$ cat config.mk
export PLATFORM = sky130hd
export DESIGN_NAME = lifo_arbiter
export DESIGN_NICKNAME = d
export VERILOG_FILES = /design/src/rtl/lifo_arb_pkg.sv /design/src/rtl/lifo_store.sv /design/src/rtl/lifo_arbiter.sv
export SDC_FILE = /design/constraint.sdc
export NUM_CORES = 1
export LEC_CHECK = 0
export CAP_MARGIN = 5
export CORE_MARGIN = 4
export CORE_UTILIZATION = 55
export CTS_BUF_LIST = sky130_fd_sc_hd__clkbuf_4 sky130_fd_sc_hd__clkbuf_8
export CTS_CLUSTER_DIAMETER = 30
export DETAILED_ROUTE_END_ITERATION = 10
export GPL_TIMING_DRIVEN = 0
export MAX_ROUTING_LAYER = met4
export PLACE_DENSITY = 0.74
export SYNTH_ARGS = -nofsm -noshare
export SYNTH_HDL_FRONTEND = slang
export SYNTH_SLANG_ARGS = --single-unit
$ cat constraint.sdc
create_clock -name clk -period 3.4 [get_ports clk]
set_clock_uncertainty 0.2 [all_clocks]
set_input_delay 0.51 -clock clk [delete_from_list [all_inputs] [get_ports clk]]
set_output_delay 0.51 -clock clk [all_outputs]
set_load 0.1 [all_outputs]
$ cat src/rtl/lifo_arb_pkg.sv
`default_nettype none
// +--------------------------------------------------------------------+
// | Module      : lifo_arb_pkg                                         |
// | Description : Shared types and constants for the two-requester     |
// |               LIFO arbiter: FSM state encoding, op encoding and    |
// |               default geometry.                                    |
// | Revision    : 1.0 - initial release                                |
// +--------------------------------------------------------------------+
package lifo_arb_pkg;

  // Arbiter FSM: one operation takes exactly one pass IDLE -> EXEC -> RESP.
  typedef enum logic [1:0] {
    IDLE = 2'd0,
    EXEC = 2'd1,
    RESP = 2'd2
  } state_e;

  // Per-requester op bit encoding.
  localparam logic OP_PUSH = 1'b1;
  localparam logic OP_POP  = 1'b0;

  // Default geometry (DEPTH must be at least 2).
  localparam int DEF_WIDTH = 8;
  localparam int DEF_DEPTH = 8;

endpackage : lifo_arb_pkg
`default_nettype wire

$ cat src/rtl/lifo_store.sv
`default_nettype none
// +--------------------------------------------------------------------+
// | Module      : lifo_store                                           |
// | Description : Stack storage for the LIFO arbiter. Holds the entry  |
// |               array, occupancy count, full/empty flags and the     |
// |               popped-data register. Push/pop strobes arrive from   |
// |               the arbiter FSM for one cycle; illegal strobes       |
// |               (push when full, pop when empty) are ignored.        |
// | Revision    : 1.0 - initial release                                |
// +--------------------------------------------------------------------+
module lifo_store
  import lifo_arb_pkg::*;
#(
  parameter int WIDTH = DEF_WIDTH,
  parameter int DEPTH = DEF_DEPTH
) (
  input  logic                   clk,
  input  logic                   rst,
  input  logic                   push_i,
  input  logic                   pop_i,
  input  logic [WIDTH-1:0]       din_i,
  output logic [WIDTH-1:0]       dout_o,
  output logic [$clog2(DEPTH):0] count_o,
  output logic                   full_o,
  output logic                   empty_o
);

  localparam int CW = $clog2(DEPTH) + 1;

  logic [WIDTH-1:0] mem_q [DEPTH];
  logic [CW-1:0]    count_q, count_d;
  logic             full_q, empty_q;
  logic [WIDTH-1:0] dout_q;

  logic             w_push;
  logic             w_pop;
  logic [WIDTH-1:0] w_top;

  // Re-qualify strobes locally so the store can never over/underflow.
  assign w_push = push_i & ~full_q;
  assign w_pop  = pop_i  & ~empty_q;

  // Next occupancy; push and pop are never requested together.
  always_comb begin
    count_d = count_q;
    if (w_push) begin
      count_d = count_q + CW'(1);
    end else if (w_pop) begin
      count_d = count_q - CW'(1);
    end
  end

  // Top-of-stack read mux: the top entry sits at index count-1.
  always_comb begin
    w_top = '0;
    for (int i = 0; i < DEPTH; i++) begin
      if (count_q == CW'(i + 1)) begin
        w_top = mem_q[i];
      end
    end
  end

  // Entry array: a legal push writes the slot just above the current top.
  always_ff @(posedge clk) begin
    if (rst) begin
      for (int i = 0; i < DEPTH; i++) begin
        mem_q[i] <= '0;
      end
    end else if (w_push) begin
      for (int i = 0; i < DEPTH; i++) begin
        if (count_q == CW'(i)) begin
          mem_q[i] <= din_i;
        end
      end
    end
  end

  // Occupancy and flags are registered so they change only on an op edge.
  always_ff @(posedge clk) begin
    if (rst) begin
      count_q <= '0;
      full_q  <= 1'b0;
      empty_q <= 1'b1;
    end else begin
      count_q <= count_d;
      full_q  <= (count_d == CW'(DEPTH));
      empty_q <= (count_d == '0);
    end
  end

  // Popped data holds until the next legal pop.
  always_ff @(posedge clk) begin
    if (rst) begin
      dout_q <= '0;
    end else if (w_pop) begin
      dout_q <= w_top;
    end
  end

  assign dout_o  = dout_q;
  assign count_o = count_q;
  assign full_o  = full_q;
  assign empty_o = empty_q;

endmodule : lifo_store
`default_nettype wire

$ cat src/rtl/lifo_arbiter.sv
`default_nettype none
// +--------------------------------------------------------------------+
// | Module      : lifo_arbiter                                         |
// | Description : Two-requester round-robin arbiter in front of a      |
// |               shared LIFO stack. Each operation runs IDLE -> EXEC  |
// |               -> RESP (three cycles). gnt pulses in EXEC, done in  |
// |               RESP.                                                |
// |               Optional macro LIFO_ARB_ERR_EN: when defined, an     |
// |               illegal op (push when full / pop when empty) raises  |
// |               err with its done pulse; when undefined err is 0.    |
// | Revision    : 1.0 - initial release                                |
// +--------------------------------------------------------------------+
module lifo_arbiter
  import lifo_arb_pkg::*;
#(
  parameter int WIDTH = DEF_WIDTH,
  parameter int DEPTH = DEF_DEPTH
) (
  input  logic                   clk,
  input  logic                   rst,
  input  logic [1:0]             req,
  input  logic [1:0]             op,
  input  logic [WIDTH-1:0]       din0,
  input  logic [WIDTH-1:0]       din1,
  output logic [1:0]             gnt,
  output logic [1:0]             done,
  output logic [1:0]             err,
  output logic [WIDTH-1:0]       dout,
  output logic                   full,
  output logic                   empty,
  output logic [$clog2(DEPTH):0] count
);

  state_e state_q, state_d;
  logic   winner_q, winner_d;   // index of the requester being served
  logic   prio_q, prio_d;       // requester that wins a tie next time

  logic             w_op;
  logic [WIDTH-1:0] w_din;
  logic             w_illegal;
  logic             w_push;
  logic             w_pop;
  logic             w_err_flag;

  // Operands of the current winner; requesters hold them until done.
  assign w_op      = op[winner_q];
  assign w_din     = winner_q ? din1 : din0;
  assign w_illegal = (w_op == OP_PUSH) ? full : empty;

  // FSM registers; reset discards any operation in flight.
  always_ff @(posedge clk) begin
    if (rst) begin
      state_q  <= IDLE;
      winner_q <= 1'b0;
      prio_q   <= 1'b0;
    end else begin
      state_q  <= state_d;
      winner_q <= winner_d;
      prio_q   <= prio_d;
    end
  end

  // Next state, arbitration and per-state output decode.
  always_comb begin
    state_d  = state_q;
    winner_d = winner_q;
    prio_d   = prio_q;
    gnt      = '0;
    done     = '0;
    err      = '0;
    w_push   = 1'b0;
    w_pop    = 1'b0;
    case (state_q)
      IDLE: begin
        if (req != 2'b00) begin
          // Tie goes to the pointer; a lone request wins outright.
          winner_d = (req == 2'b11) ? prio_q : req[1];
          prio_d   = ~winner_d;
          state_d  = EXEC;
        end
      end
      EXEC: begin
        gnt[winner_q] = 1'b1;
        w_push        = (w_op == OP_PUSH) & ~w_illegal;
        w_pop         = (w_op == OP_POP)  & ~w_illegal;
        state_d       = RESP;
      end
      RESP: begin
        done[winner_q] = 1'b1;
        err[winner_q]  = w_err_flag;
        state_d        = IDLE;
      end
      default: begin
        state_d = IDLE;
      end
    endcase
  end

`ifdef LIFO_ARB_ERR_EN
  logic illegal_q;

  // Capture legality at the EXEC edge so it lines up with done in RESP.
  always_ff @(posedge clk) begin
    if (rst) begin
      illegal_q <= 1'b0;
    end else if (state_q == EXEC) begin
      illegal_q <= w_illegal;
    end
  end

  assign w_err_flag = illegal_q;
`else
  assign w_err_flag = 1'b0;
`endif

  lifo_store #(
    .WIDTH (WIDTH),
    .DEPTH (DEPTH)
  ) u_store (
    .clk     (clk),
    .rst     (rst),
    .push_i  (w_push),
    .pop_i   (w_pop),
    .din_i   (w_din),
    .dout_o  (dout),
    .count_o (count),
    .full_o  (full),
    .empty_o (empty)
  );

endmodule : lifo_arbiter
`default_nettype wire

* Word level (Yosys, flattened, before mapping)
Memory sizes are Yosys's and may differ from the RTL's.
Cells that the tools add are included.
** Cells by class
- Add/sub/neg operators :: 2
- Multipliers :: 0
- Divide/modulo/power cells :: 0
- $lt $le $gt $ge :: 2
- Eq/ne operators :: 13
- Shifts and indexed selects :: 0
- Muxes and demuxes :: 65
- Bitwise operators :: 17
- Reduce and logical (&&, ||, !) cells :: 6
** Operators by type and width (count)
- $mux W8 :: 17
- $mux W1 :: 41
- $eq A4 B3 Y1 const B :: 4
- $eq A4 B2 Y1 const B :: 2
- $eq A4 B4 Y1 const B :: 2
- $logic_not A4 Y1 :: 2
- $mux W4 :: 2
- $or A1 B1 Y1 :: 8
- $mux W2 :: 3
- $not A1 Y1 :: 5
- $add A4 B1 Y4 const B :: 1
- $and A1 B1 Y1 :: 4
- $eq A2 B2 Y1 const B :: 2
- $eq A4 B1 Y1 const B :: 1
- $pmux W2 S2 :: 1
- $sub A4 B1 Y4 const B :: 1
- $eq A2 B1 Y1 const B :: 1
- $logic_not A2 Y1 :: 1
- $lt A1 B2 Y1 const B :: 1
- $ne A2 B2 Y1 const B :: 1
- $reduce_and A2 Y1 :: 1
- $reduce_bool A2 Y1 :: 1
- $demux W1 S1 :: 1
- $ge A1 B1 Y1 const B :: 1
- $logic_and A1 B1 Y1 :: 1
** Word-level totals
- Flip-flop bits (word level) :: 18
- Bits in latches :: 0
- RAM bits :: 64
- Memory bits (read-only) :: 0
- Input bits :: 22
- Logic and storage cells :: 113
- Memories :: 1
** Memories
- u_store.mem_q :: words 8, bits a word 8, rd ports 8, clocked after Yosys merged registers in 0, wr ports 8, RTL line lifo_store.sv:30 : logic [WIDTH-1:0] mem_q [DEPTH];

* Logic depth before layout (Yosys ltp)
Gate-level depths: netlist of the first run.
- Word-level depth :: 11
- Mapped depth :: 8
- Mapped depth without buffers :: 6

* By module
From an unflattened synthesis of the first run, not the netlist that was laid out.
** Second synthesis, totals
- Cell total of the unflattened synthesis :: 348
- Area total of the unflattened synthesis :: 3872.5 sq um
** By module, submodules not included
- lifo_store :: times used 1, cells an instance 312, area each 3548.4 sq um
- lifo_arbiter :: times used 1, cells an instance 36, area each 324.1 sq um

* Worst setup path after synthesis of the first run
Ideal clock, no wire load.
- Kind :: register to output
- From :: register winner_q
- To :: output port done[1]
- Data arrival time :: 3047 ps
- Data required time :: 2690 ps
- Slack :: -357 ps
- Stages on the path, launching flop included :: 4
- Cell sequence :: dfxtp_1 -> clkbuf_1 -> inv_1 -> nor3b_1
** Between the ends
- Longest elaborated chain between the ends :: 5
- Elaborated cells on any way between the ends :: 6
** RTL lines
- start: declaration :: RTL line lifo_arbiter.sv:35 : logic winner_q, winner_d;
- start signal: assignment :: RTL line lifo_arbiter.sv:58 : winner_q <= winner_d;
- $lt A1 B2 Y1 / $ge A1 B1 Y1 (equally long branches)
- $logic_and A1 B1 Y1
- $mux W1
- $demux W1 S1 *
- $mux W2 * :: RTL line lifo_arbiter.sv:73 : case (state_q)
- end: declaration :: RTL line lifo_arbiter.sv:26 : output logic [1:0] done,
Mark *: on every way between the ends. The rest lies on a longest branch, timed or not.

* Final worst setup path of the first run
Ends and elaborated chain as after synthesis.

==> out/metrics.json, run 1 <==
{
  "die_width": {"value": 93.1, "unit": "µm"},
  "top_layer_used": {"value": "met4"},
  "critical_path_class": {"value": "reg -> out"},
  "routedLengthMet1": {"value": 4.47, "unit": "mm"},
  "routed_via_density": {"value": 6.07},
  "gr-usage-all-layers": {"value": 25.9, "unit": "%"},
  "worst_setup_path_endpoint": {"value": "done[1]"},
  "worstSetupStartpoint": {"value": "winner_q"},
  "netlist_instances": {"value": 381},
  "finalCoreUtilization": {"value": 68.0, "unit": "%"},
  "tightestPinTransition": {"value": 982, "unit": "ps"},
  "timing.critical_path.cells": {"value": "clkbuf_1 -> inv_1 -> nor3b_2 -> dlygate4sd2_1"},
  "cp_max_fo": {"value": 10},
  "total_power_divided_by_cell_area": {"value": 477, "unit": "nW/µm²"},
  "tritoncts": {"value": "yes"},
  "asyncSetResetFlopFracSynth": {"value": 0, "unit": "%"},
  "fp.coreArea": {"value": 6910, "unit": "µm²"},
  "setup_viol": {"value": 0},
  "drt_first_pass_iters": {"value": 5},
  "swShare": {"value": 28.1, "unit": "%"},
  "grt_pass1_vias": {"value": 3056},
  "met2WireLength": {"value": 5.08, "unit": "mm"},
  "syn-mean-instance-area": {"value": 10.4, "unit": "µm²"},
  "synth_top_cells_by_count": {"value": "sky130_fd_sc_hd__nor2_1 (66), sky130_fd_sc_hd__edfxtp_1 (64), sky130_fd_sc_hd__nand2_1 (41)"},
  "drt_iter0_drc": {"value": 396},
  "synthDistinctLibCells": {"value": 46},
  "timing_max_transition_violations_final": {"value": 0},
  "critical_path.max_stage_delay": {"value": 870, "unit": "ps"},
  "rsz_0062_raised_after_global_routing": {"value": "false"},
  "clk_latency": {"value": 360, "unit": "ps"},
  "power.combinational.fraction": {"value": 15.3, "unit": "%"},
  "final_nets": {"value": 457},
  "cp-start-kind": {"value": "register"},
  "initial_utilization": {"value": 57.6, "unit": "%"},
  "io_buffer_count": {"value": 38},
  "cts.htree.levels": {"value": 3},
  "layout_worst_path_cycle_share": {"value": 93.7, "unit": "%"},
  "slew_headroom": {"value": 34.3, "unit": "%"},
  "grt_first_pass_wirelength": {"value": 16.4, "unit": "mm"},
  "cts_inserted_buffers": {"value": 9},
  "synth_top_area_share": {"value": 48.3, "unit": "%"},
  "worst_ep_required": {"value": 2690, "unit": "ps"},
  "number_of_synthesis_warnings": {"value": 0},
  "pre_cts_ws": {"value": 317, "unit": "ps"},
  "r2r_slack": {"value": 760, "unit": "ps"},
  "hold_path_class": {"value": "reg -> reg"},
  "seq_power_share": {"value": 51.8, "unit": "%"},
  "ctsHoldBuffers": {"value": 0},
  "syn-cell-area": {"value": 3980, "unit": "µm²"},
  "status": {"value": "finished, final reports clean"},
  "yosysMostFrequentCell": {"value": "sky130_fd_sc_hd__nor2_1"},
  "clock_root_buffer": {"value": "sky130_fd_sc_hd__clkbuf_8"},
  "cts.sinks": {"value": 82},
  "regToRegEndpoint": {"value": "u_store.mem_q[0][4]"},
  "die_height": {"value": 93.1, "unit": "µm"},
  "count_of_standard_cell_rows": {"value": 30},
  "worst_setup_path_end_kind": {"value": "output pin"},
  "place.gp.congestion": {"value": 0.895},
  "post_layout_nonfiller_instances": {"value": 532},
  "antenna_found_initial": {"value": 0},
  "cts.reportedPaths.clkPinSlew": {"value": 80, "unit": "ps"},
  "wire_per_inst": {"value": 20.2, "unit": "µm"},
  "place.detailed.instances": {"value": 516},
  "synth_top_area_cell": {"value": "sky130_fd_sc_hd__edfxtp_1"},
  "grt_max_degree": {"value": 15},
  "die_area": {"value": 8660, "unit": "µm²"},
  "drt.antenna.violating_nets": {"value": 0},
  "worstRegToRegCells": {"value": 4},
  "final.fill_count": {"value": 578},
  "timing.max_cap.violations": {"value": 0},
  "worst_ir_drop_vdd": {"value": 0.000292, "unit": "V"},
  "worstReg2RegStart": {"value": "state_q[0]"},
  "post_cts.resized_instances": {"value": 2},
  "postSynth.topFlopCell": {"value": "sky130_fd_sc_hd__edfxtp_1"},
  "max_freq": {"value": 314, "unit": "MHz"},
  "overflow": {"value": 0},
  "post_route_cells_drive_above_1_share": {"value": 9.40, "unit": "%"},
  "fin_total_pwr": {"value": 2.24, "unit": "mW"},
  "min_period": {"value": 3190, "unit": "ps"},
  "num_io_pins": {"value": 42},
  "drc": {"value": 0},
  "setup_tns": {"value": 0, "unit": "ps"},
  "met3_wirelength": {"value": 906, "unit": "µm"},
  "power.clock.fraction": {"value": 33.0, "unit": "%"},
  "dp.final_hpwl": {"value": 7.31, "unit": "mm"},
  "ys_seq_area_share": {"value": 57.3, "unit": "%"},
  "arrival": {"value": 2480, "unit": "ps"},
  "critical-path-slowest-cell": {"value": "sky130_fd_sc_hd__dlygate4sd2_1"},
  "postCtsSetupBuffers": {"value": 0},
  "antenna-diode-count": {"value": 0},
  "synth_seq_cells": {"value": 82},
  "leakagePower": {"value": 1.74, "unit": "nW"},
  "finalHoldViolCount": {"value": 0},
  "worst_slack": {"value": 213, "unit": "ps"},
  "synthTopCellsByArea": {"value": "sky130_fd_sc_hd__edfxtp_1 (48%), sky130_fd_sc_hd__dfxtp_1 (9.1%), sky130_fd_sc_hd__nor2_1 (6.2%), sky130_fd_sc_hd__a221oi_1 (4.6%), sky130_fd_sc_hd__nand2_1 (3.9%)"},
  "synth_enable_flop_cells": {"value": 64},
  "routed_wirelength": {"value": 10.7, "unit": "mm"},
  "power.switching": {"value": 630, "unit": "µW"},
  "syn_to_final_growth": {"value": 18.0, "unit": "%"},
  "route.vias.total": {"value": 3228},
  "cellInternalPower": {"value": 1.61, "unit": "mW"},
  "hp-start": {"value": "u_store.dout_o[0]"},
  "ctsLongestPathBuffers": {"value": 2}
}
-- how the worst min path moves through the flow --
stage                              to  slack (ps)  cells past startpoint
detailed placement  u_store.dout_o[0]         270                      2
floorplan                      prio_q         240                      1
global route        u_store.dout_o[0]         290                      2
CTS                 u_store.dout_o[0]         280                      2
finish              u_store.dout_o[0]         280                      2
global placement               prio_q         250                      1
-- critical path, delay by kind of cell, from the launching register on --
family / cells / cell delay (ps)
buffers and inverters: 3 / 1510
flip-flops: 1 / 430
AND/OR/NAND/NOR: 1 / 170
-- through the flow --
stage	hold WS [ps]	cell area (µm²)
after floorplan	240	3990
after global placement	252	4490
after detailed placement	270	4490
after CTS	283	4700
after global routing	294	4700
final	282	4700
-- final cells by class --
cell class              count  area [µm²]  share of cell area [%]
repair buffers             38         378                    8.05
clock inverters             4        51.3                    1.09
well taps                  96         120                    2.56
plain buffers              26         111                    2.37
clock buffers              12         153                    3.25
inverters                  19        71.3                    1.52
flip-flops and latches     82        2280                    48.6
multi-input cells         255        1530                    32.6
-- power by group through the flow --
stage | sequential (mW) | clock, mW | combinational, mW
after detailed placement | 1.18 | 0 | 0.337
after global placement | 1.18 | 0 | 0.330
after CTS | 1.16 | 0.734 | 0.338
after global routing | 1.17 | 0.774 | 0.362
final | 1.16 | 0.739 | 0.342
after floorplan | 1.23 | 0 | 0.177
-- per-layer routing --
layer | track usage (%) | vias up
met3 | 5.23 | 33
li1 | - | 1475
met5 | - | -
met2 | 40.0 | 179
met1 | 33.6 | 1541
met4 | 11.1 | 0
-- kinds of logic (layout without fill, tap and decap cells) --
family / after synthesis / after routing / synth area share [%]
adders and majority gates: 4 / 4 / 1.26
and+or+nand+nor: 156 / 156 / 18.7
other: 1 / 2 / 0.0942
buffers and inverters: 45 / 99 / 4.59
DFF: 82 / 82 / 57.3
AOI/OAI and AO/OA: 77 / 77 / 13.6
muxes: 14 / 14 / 3.93
xor gates and xnor gates: 2 / 2 / 0.440
-- state kept, by name, summed over array words and instances (netlist names) --
name,count
u_store.empty_o,1
u_store.dout_o,8
winner_q,1
prio_q,1
u_store.count_o,4
u_store.full_o,1
u_store.mem_q,64
state_q,2
-- layout by cell type (no fill, tap or decap), drive strengths merged, types with 2 or more instances in the layout --
master and n:
o21ai 16, ha 4, nand3b 9, edfxtp 64, dfxtp 18, nand2b 3
a221oi 21, inv 19, nand3 2, a211oi 2, conb 2, nor2b 4
clkdlybuf4s50 36, nor3 8, a211o 7, a21oi 20, nor2 66, nor4bb 2
nor3b 5, xnor2 2, clkinv 2, buf 10, nand2 41, and3 11
mux2i 4, clkbuf 28, mux2 10, dlygate4sd2 2
Power figures use the tool's default switching activity.
==> run 2: changes to the inputs <==
- clock period: 3.4 -> 3.45 ns (I/O delays scaled with it)
==> run 2 against run 1 <==
Core utilization increased by 0.054 points. Worst setup slack better by 42 ps. Routed wire length fell by 0.19%. Final area about the same. Highest routed layer unchanged.
==> out/metrics.json, run 2 (synthesized netlist as in run 1, its figures left out) <==
{
  "drc": {"value": 0},
  "cts.htree.levels": {"value": 3},
  "io_buffer_count": {"value": 38},
  "status": {"value": "finished, final reports clean"},
  "final_nets": {"value": 457},
  "route.vias.total": {"value": 3234},
  "layout.area.seq": {"value": 2280, "unit": "µm²"},
  "largest_register_ffs": {"value": 64},
  "tritoncts": {"value": "yes"},
  "critical_path_class": {"value": "reg -> out"},
  "dp.final_hpwl": {"value": 7.31, "unit": "mm"},
  "post_route_cells_drive_above_1_share": {"value": 9.40, "unit": "%"},
  "drt_first_pass_iters": {"value": 6},
  "grt_max_degree": {"value": 15},
  "gr-usage-all-layers": {"value": 25.9, "unit": "%"},
  "worst_ir_drop_vdd": {"value": 0.000288, "unit": "V"},
  "max_freq": {"value": 313, "unit": "MHz"},
  "cp-start-kind": {"value": "register"},
  "timing_max_transition_violations_final": {"value": 0},
  "drt.antenna.violating_nets": {"value": 0},
  "cts_inserted_buffers": {"value": 9},
  "setup_tns": {"value": 0, "unit": "ps"},
  "swShare": {"value": 28.0, "unit": "%"},
  "routed_wirelength": {"value": 10.7, "unit": "mm"},
  "layout_worst_path_cycle_share": {"value": 92.6, "unit": "%"},
  "overflow": {"value": 0},
  "timing.critical_path.cells": {"value": "clkbuf_1 -> inv_1 -> nor3b_2 -> dlygate4sd2_1"},
  "clock_root_buffer": {"value": "sky130_fd_sc_hd__clkbuf_8"},
  "top_layer_used": {"value": "met4"},
  "place.gp.congestion": {"value": 0.895},
  "fp.coreArea": {"value": 6910, "unit": "µm²"},
  "die_width": {"value": 93.1, "unit": "µm"},
  "routedLengthMet1": {"value": 4.29, "unit": "mm"},
  "min_period": {"value": 3190, "unit": "ps"},
  "most-common-layout-cells": {"value": "sky130_fd_sc_hd__nor2_1 (66), sky130_fd_sc_hd__edfxtp_1 (64), sky130_fd_sc_hd__nand2_1 (41)"},
  "syn_to_final_growth": {"value": 18.1, "unit": "%"},
  "power.switching": {"value": 618, "unit": "µW"},
  "critical-path-slowest-cell": {"value": "sky130_fd_sc_hd__dlygate4sd2_1"},
  "power.clock.fraction": {"value": 32.9, "unit": "%"},
  "largest_register_by_flop_count": {"value": "u_store.mem_q"},
  "rsz_0062_raised_after_global_routing": {"value": "false"},
  "initial_utilization": {"value": 57.6, "unit": "%"},
  "finalHoldViolCount": {"value": 0},
  "multi_input_area": {"value": 1530, "unit": "µm²"},
  "antenna_found_initial": {"value": 0},
  "met3_wirelength": {"value": 1.05, "unit": "mm"},
  "most_common_library_cell_in_the_layout_ignoring_fill_and_taps": {"value": "sky130_fd_sc_hd__nor2_1"},
  "final.fill_count": {"value": 576},
  "total_power_divided_by_cell_area": {"value": 469, "unit": "nW/µm²"},
  "postLayoutCellArea": {"value": 4700, "unit": "µm²"},
  "ctsLongestPathBuffers": {"value": 2},
  "cellInternalPower": {"value": 1.59, "unit": "mW"},
  "num_io_pins": {"value": 42},
  "leakagePower": {"value": 1.75, "unit": "nW"},
  "count_of_standard_cell_rows": {"value": 30},
  "seq_power_share": {"value": 51.8, "unit": "%"},
  "clk_latency": {"value": 360, "unit": "ps"},
  "slew_headroom": {"value": 34.3, "unit": "%"},
  "arrival": {"value": 2480, "unit": "ps"},
  "routed_via_density": {"value": 6.08},
  "grt_first_pass_wirelength": {"value": 16.4, "unit": "mm"},
  "power.combinational.fraction": {"value": 15.3, "unit": "%"},
  "drt_iter0_drc": {"value": 396},
  "tightestPinTransition": {"value": 982, "unit": "ps"},
  "cp_max_fo": {"value": 10},
  "met2WireLength": {"value": 5.02, "unit": "mm"},
  "worst_setup_path_end_kind": {"value": "output pin"},
  "wire_per_inst": {"value": 20.1, "unit": "µm"},
  "grt_pass1_vias": {"value": 3056},
  "cts.reportedPaths.clkPinSlew": {"value": 80, "unit": "ps"},
  "dpl_cell_area": {"value": 4490, "unit": "µm²"},
  "antenna-diode-count": {"value": 0},
  "hold_path_class": {"value": "reg -> reg"},
  "cts.sinks": {"value": 82},
  "worst_ep_required": {"value": 2730, "unit": "ps"},
  "setup_viol": {"value": 0},
  "critical_path.max_stage_delay": {"value": 870, "unit": "ps"},
  "die_height": {"value": 93.1, "unit": "µm"},
  "timing.max_cap.violations": {"value": 0},
  "die_area": {"value": 8660, "unit": "µm²"}
}
[run 2: cell types whose count changed in the layout (fill, tap and decap cells not counted)]
cell,delta
sky130_fd_sc_hd__dlygate4sd2_1,-1
sky130_fd_sc_hd__dlymetal6s2s_1,+1
[run 2: timing repair]
item	in CTS	in global routing
resized for setup	1	1
endpoints found under the setup margin	1	1
buffers inserted	0	0
hold buffers	0	0
[run 2: per-stage QoR]
| stage | setup slack, ps | power (mW) | hold WS [ps] | std cells | utilization, % |
|---|---|---|---|---|---|
| global placement | 421 | 1.49 | 252 | 516 | 65.1 |
| CTS | 38.6 | 2.20 | 283 | 532 | 68.0 |
| floorplan | 585 | 1.38 | 240 | 382 | - |
| detailed placement | 360 | 1.50 | 270 | 516 | 65.1 |
| finish | 255 | 2.21 | 284 | 532 | 68.0 |
| global route | 165 | 2.27 | 294 | 532 | 68.0 |
[run 2: worst paths after layout]
check / from / to / slack [ps] / cells past startpoint
max: winner_q / done[1] / 260 / 4
min: u_store.dout_o[0] / u_store.dout_o[0] / 280 / 2
max reg2reg: u_store.count_o[0] / u_store.dout_o[1] / 790 / 8
min reg2reg: u_store.dout_o[0] / u_store.dout_o[0] / 280 / 2
[run 2: worst max-delay path, delay by kind of cell (launching register included)]
family | cells | cell delay (ps)
buffers and inverters | 3 | 1520
DFF | 1 | 430
and+or+nand+nor | 1 | 170
[run 2: area by class of cell]
type	count	share of cell area (%)
Multi-Input combinational cell	255	32.5
Timing Repair Buffer	38	8.12
Clock inverter	4	1.09
Buffer	26	2.37
Sequential cell	82	48.6
Clock buffer	12	3.25
Tap cell	96	2.56
Inverter	19	1.52
[run 2: routing by layer]
layer  GRT usage (%)  vias up
li1                -     1475
met1            33.6     1523
met2            40.0      194
met3            5.23       42
met4            11.1        0
met5               -        -
[run 2: power by group through the flow]
stage                     clock network [mW]  registers (mW)  logic (mW)
after CTS                              0.724            1.14       0.333
after global routing                   0.763            1.15       0.357
final                                  0.726            1.14       0.337
after global placement                     0            1.16       0.326
after detailed placement                   0            1.17       0.332
after floorplan                            0            1.21       0.174
==> run 3: changes to the inputs <==
- CORE_UTILIZATION: 55 -> 51
- CTS_BUF_LIST: sky130_fd_sc_hd__clkbuf_4 sky130_fd_sc_hd__clkbuf_8 -> not set
- PLACE_DENSITY: 0.74 -> 0.76
- clock period: 3.45 -> 2.73 ns (I/O delays scaled with it)
==> run 3 against run 2 <==
Die area increased by 7.2%. Combinational power increased by 24%. Highest routed layer unchanged. Total power increased by 30%. Sequential share of layout area decreased by 0.34 points. Largest power group unchanged. Sequential power increased by 27%. Final area increased by 0.83%. First-iteration DRC count increased by 7.6%.
==> out/metrics.json, run 3 (synthesized netlist as in run 1, its figures left out) <==
{
  "status": {"value": "finished, final reports clean"},
  "gr-usage-all-layers": {"value": 24.3, "unit": "%"},
  "worst_ir_drop_vdd": {"value": 0.000246, "unit": "V"},
  "final.fill_count": {"value": 598},
  "hold_path_class": {"value": "reg -> reg"},
  "cp-start-kind": {"value": "register"},
  "timing.max_cap.violations": {"value": 0},
  "place.gp.congestion": {"value": 0.982},
  "layout.area.seq": {"value": 2280, "unit": "µm²"},
  "timing_max_transition_violations_final": {"value": 0},
  "overflow": {"value": 0},
  "ctsLongestPathBuffers": {"value": 2},
  "layout_worst_path_cycle_share": {"value": 95.3, "unit": "%"},
  "die_area": {"value": 9280, "unit": "µm²"},
  "slew_headroom": {"value": 34.5, "unit": "%"},
  "tightestPinTransition": {"value": 979, "unit": "ps"},
  "largest_register_by_flop_count": {"value": "u_store.mem_q"},
  "cts.htree.levels": {"value": 3},
  "ctsHoldBuffers": {"value": 0},
  "initial_utilization": {"value": 53.7, "unit": "%"},
  "postLayoutCellArea": {"value": 4740, "unit": "µm²"},
  "rsz_0062_raised_after_global_routing": {"value": "false"},
  "tritoncts": {"value": "yes"},
  "count_of_standard_cell_rows": {"value": 31},
  "grt_max_degree": {"value": 16},
  "clock_root_buffer": {"value": "sky130_fd_sc_hd__clkbuf_8"},
  "clk_latency": {"value": 360, "unit": "ps"},
  "dp.final_hpwl": {"value": 7.27, "unit": "mm"},
  "drt_iter0_drc": {"value": 426},
  "finalCoreUtilization": {"value": 64.0, "unit": "%"},
  "place.detailed.instances": {"value": 519},
  "syn_to_final_growth": {"value": 19.1, "unit": "%"},
  "cts.reportedPaths.clkPinSlew": {"value": 80, "unit": "ps"},
  "die_height": {"value": 96.3, "unit": "µm"},
  "grt_first_pass_wirelength": {"value": 16.0, "unit": "mm"},
  "worst_ep_required": {"value": 2120, "unit": "ps"},
  "routed_via_density": {"value": 5.98},
  "cp_max_fo": {"value": 9},
  "most-common-layout-cells": {"value": "sky130_fd_sc_hd__nor2_1 (66), sky130_fd_sc_hd__edfxtp_1 (64), sky130_fd_sc_hd__nand2_1 (41)"},
  "post_layout_nonfiller_instances": {"value": 535},
  "final_nets": {"value": 457},
  "multi_input_area": {"value": 1530, "unit": "µm²"},
  "io_buffer_count": {"value": 38},
  "largest_register_ffs": {"value": 64},
  "fp.coreArea": {"value": 7410, "unit": "µm²"},
  "post_route_cells_drive_above_1_share": {"value": 10.6, "unit": "%"},
  "leakagePower": {"value": 1.76, "unit": "nW"},
  "min_period": {"value": 2600, "unit": "ps"},
  "finalHoldViolCount": {"value": 0},
  "drt_first_pass_iters": {"value": 6},
  "arrival": {"value": 1990, "unit": "ps"},
  "num_io_pins": {"value": 42},
  "route.vias.total": {"value": 3199},
  "die_width": {"value": 96.3, "unit": "µm"},
  "drt.antenna.violating_nets": {"value": 0},
  "worst_setup_path_end_kind": {"value": "output pin"},
  "critical_path_class": {"value": "reg -> out"},
  "wire_per_inst": {"value": 19.3, "unit": "µm"},
  "cts.sinks": {"value": 82},
  "total_power_divided_by_cell_area": {"value": 607, "unit": "nW/µm²"},
  "most_common_library_cell_in_the_layout_ignoring_fill_and_taps": {"value": "sky130_fd_sc_hd__nor2_1"},
  "setup_viol": {"value": 0},
  "antenna_found_initial": {"value": 0},
  "grt_pass1_vias": {"value": 3024},
  "routed_wirelength": {"value": 10.4, "unit": "mm"},
  "max_freq": {"value": 384, "unit": "MHz"},
  "antenna-diode-count": {"value": 0},
  "dpl_cell_area": {"value": 4500, "unit": "µm²"},
  "cts_inserted_buffers": {"value": 9},
  "drc": {"value": 0}
}
==> run 3: changes by cell type in the layout (fill, tap and decap cells not counted), moves of 2 or more <==
cell | before | now
sky130_fd_sc_hd__dfxtp_1 | 18 | 16
sky130_fd_sc_hd__dfxtp_2 | 0 | 2
sky130_fd_sc_hd__clkbuf_16 | 0 | 2
sky130_fd_sc_hd__clkbuf_4 | 2 | 0
sky130_fd_sc_hd__clkdlybuf4s50_1 | 36 | 34
==> run 3: per-layer routing <==
metal  GRT usage, %  share of wire [%]
met5              -                  0
met2           37.8                 47
met4           10.2                2.5
met3           4.22                9.5
met1           31.5                 41
==> run 3: worst paths after layout <==
path                                 start                  end  depth (start not counted)  slack, ps
worst min-delay path                prio_q               prio_q                          1        270
worst min register to register      prio_q               prio_q                          1        270
worst max register to register  state_q[0]  u_store.mem_q[0][3]                          4        150
worst max-delay path            state_q[0]               gnt[0]                          3        130
==> run 3: report_power, final <==
| part | leakage [nW] | internal [mW] | switching [mW] |
|---|---|---|---|
| sequential | 0.807 | 1.41 | 0.0369 |
| clock | 0.117 | 0.542 | 0.469 |
| combinational | 0.832 | 0.126 | 0.293 |
==> run 3: final cells by class <==
cell class                 instances  area share [%]
multi-input combinational        255            32.3
tap                               99            2.61
clock inverter                     5            1.35
clock buffer                      11            3.67
inverter                          19            1.51
timing repair buffer              38            8.00
buffer                            26            2.38
sequential                        82            48.2
==> run 3: per-stage QoR <==
| step | hold slack, ps | setup TNS, ps | total power [mW] | worst slack, ps |
|---|---|---|---|---|
| after floorplan | 240 | -27.1 | 1.75 | -27.1 |
| after global placement | 251 | -304 | 1.88 | -180 |
| after detailed placement | 261 | -389 | 1.89 | -222 |
| after CTS | 276 | 0 | 2.87 | 104 |
| after global routing | 298 | 0 | 2.97 | 7.01 |
| final | 273 | 0 | 2.88 | 127 |
==> run 3: critical path: stages (launching register included) <==
cell and delay [ps]:
sky130_fd_sc_hd__dfxtp_1 480, sky130_fd_sc_hd__nand2b_1 180, sky130_fd_sc_hd__nor2_1 120, sky130_fd_sc_hd__dlygate4sd2_1 860
==> run 3: timing repair <==
item                                    CTS  global route
buffers inserted                          0             0
endpoints found under the setup margin    4             0
hold endpoints to repair                  0             0
resized for setup                        10             0
